## src/rtl/keysw_responder.sv

```systemverilog
// keysw_responder: memory-mapped KEY/SW input responder on the MEM-stage bus.
// Each bank: 2-flop synchroniser, stability counter, debounced data register,
// sticky ready/overrun flags cleared by data reads or control writes.
// Optional feature macro: KEYSW_IRQ_EN (interrupt enables and irq output).
// Bus handshake: there is no valid/ready pair; a register access is the one-cycle
// strobe `re` or `we` qualified by a decoded `addr`. `sel`/`rdata` are combinational
// from `addr`, and all side effects land on the rising edge where the strobe is high.

module keysw_bank #(
  parameter int W  = 4,
  parameter int DC = 16
) (
  input  logic         clk,
  input  logic         reset,
  input  logic [W-1:0] raw,
  input  logic         ctrl_wr,
  input  logic         data_rd,
  input  logic         wr_ready,
  input  logic         wr_overrun,
  input  logic         wr_ie,
  output logic [W-1:0] d,
  output logic         ready,
  output logic         overrun,
  output logic         ie
);

  localparam int CW = $clog2(DC + 1);

  logic [W-1:0]  sync1;
  logic [W-1:0]  s;
  logic [CW-1:0] cnt;
  logic          evt;
  logic          ready_n;
  logic          overrun_n;

  // cnt holds how many cycles `s` has kept its current value. The comparison
  // looks at sync1 (the value about to enter `s`) so cnt is already 0 in the
  // first cycle `s` shows a new value.
  assign evt = (cnt == CW'(DC)) && (s != d);

  // Synchroniser, stability counter and debounced register.
  always_ff @(posedge clk or posedge reset) begin
    if (reset) begin
      sync1 <= '0;
      s     <= '0;
      cnt   <= '0;
      d     <= '0;
    end else begin
      sync1 <= raw;
      s     <= sync1;
      if (sync1 != s)
        cnt <= '0;
      else if (cnt != CW'(DC))
        cnt <= cnt + CW'(1);
      if (evt)
        d <= s;
    end
  end

  // Sticky flag next state: bus clears first, then a same-edge event wins.
  // A colliding data read already returned the old value, so it is not an overrun.
  always_comb begin
    ready_n   = ready;
    overrun_n = overrun;
    if (ctrl_wr) begin
      ready_n   = ready & wr_ready;
      overrun_n = overrun & wr_overrun;
    end else if (data_rd) begin
      ready_n   = 1'b0;
      overrun_n = 1'b0;
    end
    if (evt) begin
      ready_n = 1'b1;
      if (data_rd)
        overrun_n = overrun;
      else
        overrun_n = overrun_n | ready;
    end
  end

  // Sticky flag registers.
  always_ff @(posedge clk or posedge reset) begin
    if (reset) begin
      ready   <= 1'b0;
      overrun <= 1'b0;
    end else begin
      ready   <= ready_n;
      overrun <= overrun_n;
    end
  end

`ifdef KEYSW_IRQ_EN
  // Interrupt enable, loaded by every control-register write.
  always_ff @(posedge clk or posedge reset) begin
    if (reset)
      ie <= 1'b0;
    else if (ctrl_wr)
      ie <= wr_ie;
  end
`else
  logic unused_ie;
  assign unused_ie = wr_ie;
  assign ie = 1'b0;
`endif

endmodule

module keysw_responder #(
  parameter int               DBITS           = 32,
  parameter logic [DBITS-1:0] ADDRKEY         = 32'hFFFFF080,
  parameter logic [DBITS-1:0] ADDRSW          = 32'hFFFFF090,
  parameter int               KEYBITS         = 4,
  parameter int               SWBITS          = 10,
  parameter int               DEBOUNCE_CYCLES = 16
) (
  input  logic               clk,
  input  logic               reset,
  input  logic [KEYBITS-1:0] KEY,
  input  logic [SWBITS-1:0]  SW,
  input  logic [DBITS-1:0]   addr,
  input  logic [DBITS-1:0]   wdata,
  input  logic               we,
  input  logic               re,
  output logic               sel,
  output logic [DBITS-1:0]   rdata,
  output logic               irq
);

  logic               key_data_hit, key_ctrl_hit, sw_data_hit, sw_ctrl_hit;
  logic [KEYBITS-1:0] key_d;
  logic [SWBITS-1:0]  sw_d;
  logic               key_ready, key_overrun, key_ie;
  logic               sw_ready, sw_overrun, sw_ie;
  logic               unused_wdata;

  assign key_data_hit = (addr == ADDRKEY);
  assign key_ctrl_hit = (addr == ADDRKEY + DBITS'(4));
  assign sw_data_hit  = (addr == ADDRSW);
  assign sw_ctrl_hit  = (addr == ADDRSW + DBITS'(4));
  assign sel          = key_data_hit | key_ctrl_hit | sw_data_hit | sw_ctrl_hit;

  // Only bits 0, 1 and 4 of a control write carry meaning.
  assign unused_wdata = ^{wdata[DBITS-1:5], wdata[3:2]};

  // Pushbuttons are active-low; invert so a press reads 1.
  // A write in the same cycle as a read suppresses the read side effect.
  keysw_bank #(.W(KEYBITS), .DC(DEBOUNCE_CYCLES)) u_key (
    .clk        (clk),
    .reset      (reset),
    .raw        (~KEY),
    .ctrl_wr    (we & key_ctrl_hit),
    .data_rd    (re & ~we & key_data_hit),
    .wr_ready   (wdata[0]),
    .wr_overrun (wdata[1]),
    .wr_ie      (wdata[4]),
    .d          (key_d),
    .ready      (key_ready),
    .overrun    (key_overrun),
    .ie         (key_ie)
  );

  keysw_bank #(.W(SWBITS), .DC(DEBOUNCE_CYCLES)) u_sw (
    .clk        (clk),
    .reset      (reset),
    .raw        (SW),
    .ctrl_wr    (we & sw_ctrl_hit),
    .data_rd    (re & ~we & sw_data_hit),
    .wr_ready   (wdata[0]),
    .wr_overrun (wdata[1]),
    .wr_ie      (wdata[4]),
    .d          (sw_d),
    .ready      (sw_ready),
    .overrun    (sw_overrun),
    .ie         (sw_ie)
  );

  // Combinational read mux; zero when no register is addressed.
  always_comb begin
    rdata = '0;
    if (key_data_hit) begin
      rdata = DBITS'(key_d);
    end else if (sw_data_hit) begin
      rdata = DBITS'(sw_d);
    end else if (key_ctrl_hit) begin
      rdata[0] = key_ready;
      rdata[1] = key_overrun;
      rdata[4] = key_ie;
    end else if (sw_ctrl_hit) begin
      rdata[0] = sw_ready;
      rdata[1] = sw_overrun;
      rdata[4] = sw_ie;
    end
  end

`ifdef KEYSW_IRQ_EN
  assign irq = (key_ready & key_ie) | (sw_ready & sw_ie);
`else
  assign irq = 1'b0;
`endif

endmodule

```

## config.mk

```make
export PLATFORM = sky130hd
export DESIGN_NAME = keysw_responder
export DESIGN_NICKNAME = d
export VERILOG_FILES = /design/src/rtl/keysw_responder.sv
export SDC_FILE = /design/constraint.sdc
export NUM_CORES = 1
export LEC_CHECK = 0
export ABC_AREA = 1
export CAP_MARGIN = 10
export CORE_MARGIN = 3
export CORE_UTILIZATION = 25
export DETAILED_ROUTE_END_ITERATION = 8
export PLACE_DENSITY = 0.58
export SYNTH_ARGS = -nofsm -noshare
export SYNTH_HDL_FRONTEND = slang
export SYNTH_SLANG_ARGS = --single-unit
export TNS_END_PERCENT = 30
```

## constraint.sdc

```tcl
create_clock -name clk -period 2.9 [get_ports clk]
set_input_delay 0.58 -clock clk [delete_from_list [all_inputs] [get_ports clk]]
set_output_delay 0.58 -clock clk [all_outputs]
set_load 0.02 [all_outputs]
```

=== After elaboration in Yosys (flattened, before gate mapping) ===
Index checks and enable logic that the tools add are counted.
W data, S select, Z words.

* Eq/ne operators: 14
* Bitwise logic cells: 16
* Add/sub/neg operators: 2
* Mux-type cells: 25
* Reduce and logical (&&, ||, !) cells: 6

{| class="wikitable"
|+ Operators by type and width
! kind !! count
|-
| $eq A32 B32 Y1 const B || 4
|-
| $mux W5 || 5
|-
| $ne A10 B10 Y1 || 2
|-
| $mux W1 || 15
|-
| $add A5 B1 Y5 const B || 2
|-
| $eq A5 B5 Y1 const B || 2
|-
| $mux W10 || 1
|-
| $ne A5 B5 Y1 const B || 2
|-
| $and A1 B1 Y1 || 9
|-
| $mux W2 || 4
|-
| $ne A4 B4 Y1 || 2
|-
| $reduce_bool A3 Y1 || 2
|-
| $or A1 B1 Y1 || 5
|-
| $ne A2 B2 Y1 const B || 2
|-
| $not A4 Y4 || 1
|-
| $reduce_bool A2 Y1 || 2
|-
| $logic_and A1 B1 Y1 || 2
|-
| $not A1 Y1 || 1
|}

* Bits in registers: 56
* Word-level logic and storage cells: 75
* Bits of input ports: 82
* Output and inout port bits: 34

=== Longest topological paths before layout ===
* Depth after elaboration: 8
* Depth in mapped cells: 11
* Gate-level depth less buffers: 11

=== Modules after synthesis ===
Synthesis repeated with hierarchy kept, for this count alone.

* Cell total of the unflattened synthesis: 408
* Area total of the unflattened synthesis: 3175.5 µm²

{| class="wikitable"
|+ Modules (own cells, without submodules)
! module !! seq. area each (µm²) !! area an instance (µm²) !! instances !! cells an instance
|-
| keysw_bank at u_sw || 925.9 || 1655.3 || 1 || 187
|-
| keysw_bank at u_key || 475.5 || 889.6 || 1 || 99
|-
| keysw_responder || 0.0 || 630.6 || 1 || 122
|}

=== Worst setup path after synthesis ===
No wires, ideal clock.

* Path kind: input to output
* From: in addr[6]
* To: out rdata[2]
* Arrival: 1761 ps
* Setup slack: 559 ps
* Cell stages on the path: 8
* Path buffers: 1
* Data required time: 2320 ps
* Cell sequence: inv_1 > nand2_1 > nor2_2 > inv_2 > nor2_4 > nand3_2 > buf_6 > o21ai_0

* Word-level cells in the longest chain between the ends: 3
* Elaborated cells on any way between the ends: 4
* Classes of those cells: eq/ne: 2; mux: 2

{| class="wikitable"
|+ Ends and longest elaborated chain
! item !! line !! source
|-
| start, declared || 120 || <nowiki>input logic [DBITS-1:0] addr,</nowiki>
|-
| $eq A32 B32 Y1 || 138 || <nowiki>assign sw_data_hit = (addr == ADDRSW);</nowiki>
|-
| $mux W2 || 182 || <nowiki>end else if (sw_data_hit) begin</nowiki>
|-
| $mux W10 (*) || 180 || <nowiki>if (key_data_hit) begin</nowiki>
|-
| end, declared || 125 || <nowiki>output logic [DBITS-1:0] rdata,</nowiki>
|}

Mark *: on every way between the ends. The rest lies on a longest branch, timed or not.

=== Worst setup path in the final report ===
* From: in addr[13]
* To: out rdata[2]

Same word-level chain as after synthesis.

==> reports/results.tsv <==
metric	value	unit
fin_crit_sh	98.02	%
ys_types	36	
synth_top_family_by_area	simple AND/OR/NAND/NOR gates	
die_x	118.7	um
grt_pass1_wl	11720	um
avgRoutedWirePerCell	10.53	um
dr_total_vias	2571	
dieArea	0.01408	mm2
path_class	primary input to primary output	
drt_first_pass_iters	4	
cp_max_fo	6	
die_h	118.7	um
core.rowCount	40	
slowest_delay	480	ps
endpoint_kind	primary output	
cp-startpoint	addr[13]	
synth_mux_area_share	0	%
core	0.01221	mm2
synth-compound-area-share	6.270	%
insertedDiodeCount	0	
dp_hpwl	5369	um
ir_drop	0.2110	mV
dp_cells	634	
postSynthAreaPerCell	8.178	um2
skew	5.453	ps
grt_max_degree	57	
clk_latency	290	ps
max_slew_margin	53.52	%
clk_path_buf_depth	2	
power_density	384.8	mW/mm2
syn_area	0.003173	mm2
area_growth	31.66	%
clkTransAtPathRegs	70	ps
max_cap_violations	0	
multi_input_area	0.001458	mm2
drt_wl_total	6780	um
synthXorXnorAreaFrac	6.349	%
ys_seq_area_share	44.16	%
regArea	0.001401	mm2
drive_above_1_share	14.71	%
arrival	2260	ps
overflow	0	
cts.sinks	56	
first_global_vias	2536	
worst_pin_slew	697.1	ps
port_buffers	62	
startpoint_type	primary input	
hp-class	flop to flop	
yosys_warnings	0	
synthAdderAreaFrac	1.577	%
path_buf_inv	3	
r2r-start	u_sw.cnt[0]	
cts_made_buffers	5	
synthFlopType	dfrtp_1	
required	2320	ps
hold_viol_final	0	
ant_nets	0	
grtUsageTotal	9.859	%
slowest_stage	clkdlybuf4s50_1	
synthSimpleGateAreaFrac	28.27	%
cts_tree	yes	
rsz0062_at_grt	yes	
fmax	351.8	MHz
start_util	25.98	%
fillers	1289	
fin_util	34.21	%
setup_viol_count_final	0	
worstHoldStart	u_key.sync1[3]	
async_flop_share	100.0	%
reg2reg_slack	1190	ps
synth_edf_count	0	
crit_chain	clkdlybuf4s50_1 > nand2_1 > nor2_2 > nand3_4 > nor2_4 > nand3_4 > buf_4 > o21ai_1 > buf_2	
drv_slew	0	
route.detailed.drc	0	
gp_congestion	0.7799	
ioPinCount	116	
finalNonFillerCells	644	
cts_root_buf	clkbuf_16	
status	completed	
cp_top_family	buffers and inverters	
fin_nets	561	
cp_common_cell	nand3_4	
leakagePower	0.001861	uW
htree_num_levels	2	
syn_inst	388	
period_minus_slack	2842	ps
viasPerCell	3.992	
ys_ff_latch	56	
drtIter0Drc	94	
antenna_found_initial	0	
==> what timing repair did <==
| item | CTS | global route |
|---|---|---|
| setup endpoints to repair | 11 | 11 |
| pin swaps | 0 | 2 |
| resized for setup | 23 | 23 |
| buffers inserted | 0 | 2 |
| hold buffers | 0 | 0 |
==> synth_stat cells (2+ instances only) <==
cell       n  area share, %
inv_2      3           0.35
inv_1     52            6.2
nand2_2    2           0.39
o22ai_1    4           0.79
buf_6      3            1.1
ha_1       4            1.6
buf_4     23            5.4
o21ai_0   14            2.2
dfrtp_1   56             44
nand3b_1   2           0.47
o21ai_1    4           0.63
nand3_4    2            1.1
nand4_1   10            2.0
nor2_4     3            1.1
nand3_1   20            3.2
nor2_2     7            1.4
nand3_2    4            1.3
nor2_1    38            4.5
clkinv_1   2           0.24
a21oi_1    5           0.79
nand2_1   90             11
nor3_1     5           0.79
xnor2_1   13            3.6
xor2_1    10            2.8
==> layout by cell type, fill, tap and decap left out, drive strengths merged <==
cell	netlist	final
nand3	26	26
clkbuf	0	11
dfrtp	56	56
nor2	48	48
a211oi	1	1
nand4	10	10
nand3b	2	2
buf	26	27
nand2	92	92
a21oi	5	5
nor3b	1	1
o2111ai	1	1
xor2	10	10
clkinv	2	4
nor3	6	6
xnor2	13	13
and2	1	1
o21ai	19	19
inv	55	56
conb	1	23
clkdlybuf4s50	0	51
o21bai	2	2
o22ai	4	4
ha	4	4
or3	1	1
or2	2	2
==> cell families after synthesis <==
group,Yosys count
compound gates,32
other cells,1
fa+ha+maj,4
xor+xnor,23
buf+inv,83
flops,56
simple gates,189
==> worst reg2reg max path, delay by kind of cell (launching register included) <==
| kind | cells | cell delay (ps) |
|---|---|---|
| AO/OA/AOI/OAI | 1 | 140 |
| adder cells (fa/ha/maj) | 1 | 150 |
| buffers and inverters | 2 | 210 |
| flip-flops | 1 | 420 |
| AND/OR/NAND/NOR | 3 | 660 |
==> power breakdown <==
group	internal, uW	total, uW	switching, uW
Clock	323	599	275
Combinational	95.1	189	94.0
Sequential	801	820	18.8
Total	1220	1610	388
==> flip-flops by register name, summed over array words and instances (netlist names), 4 cells and up <==
| name | cells |
|---|---|
| u_key.sync1 | 4 |
| u_sw.cnt | 5 |
| u_sw.sync1 | 10 |
| u_sw.d | 10 |
| u_key.cnt | 5 |
| u_sw.s | 10 |
| u_key.d | 4 |
| u_key.s | 4 |
==> worst paths after layout <==
path                                  end  cells after the start
max reg2reg                     u_sw.d[8]                      7
min in group asynchronous  u_key.sync1[0]                      3
min reg2reg                    u_key.s[3]                      0
max in group asynchronous       u_sw.d[9]                      3
max                              rdata[2]                      9
min                            u_key.s[3]                      0
==> cell type report <==
type,count,share of cell area (%)
inverters,57,5.121
well taps,168,5.031
flip-flops and latches,56,33.54
clock inverters,3,0.5391
repair buffers,84,17.88
clock buffers,5,2.995
multi-input cells,271,34.89
==> stage by stage <==
stage,TNS [ps],total power (uW),hold slack [ps],setup WS [ps],instance area (um2)
2_1_floorplan,0,947.4,371.5,558.9,3256
4_1_cts,-628.7,1633,398.6,-113.0,4177
3_5_place_dp,-3924,1026,381.9,-390.9,4043
5_1_grt,-218.2,1679,403.2,-77.49,4178
3_3_place_gp,-3850,1023,381.1,-402.4,4043
6_report,0,1608,395.7,57.56,4178
==> per-layer routing <==
metal	vias up	share of wire [%]	global-route usage [%]
met2	70	46	16.45
li1	1336	-	-
met5	-	0	0
met4	0	1.1	2.390
met1	1159	48	13.31
met3	6	4.6	1.675
(Power assumes the default switching activity.)
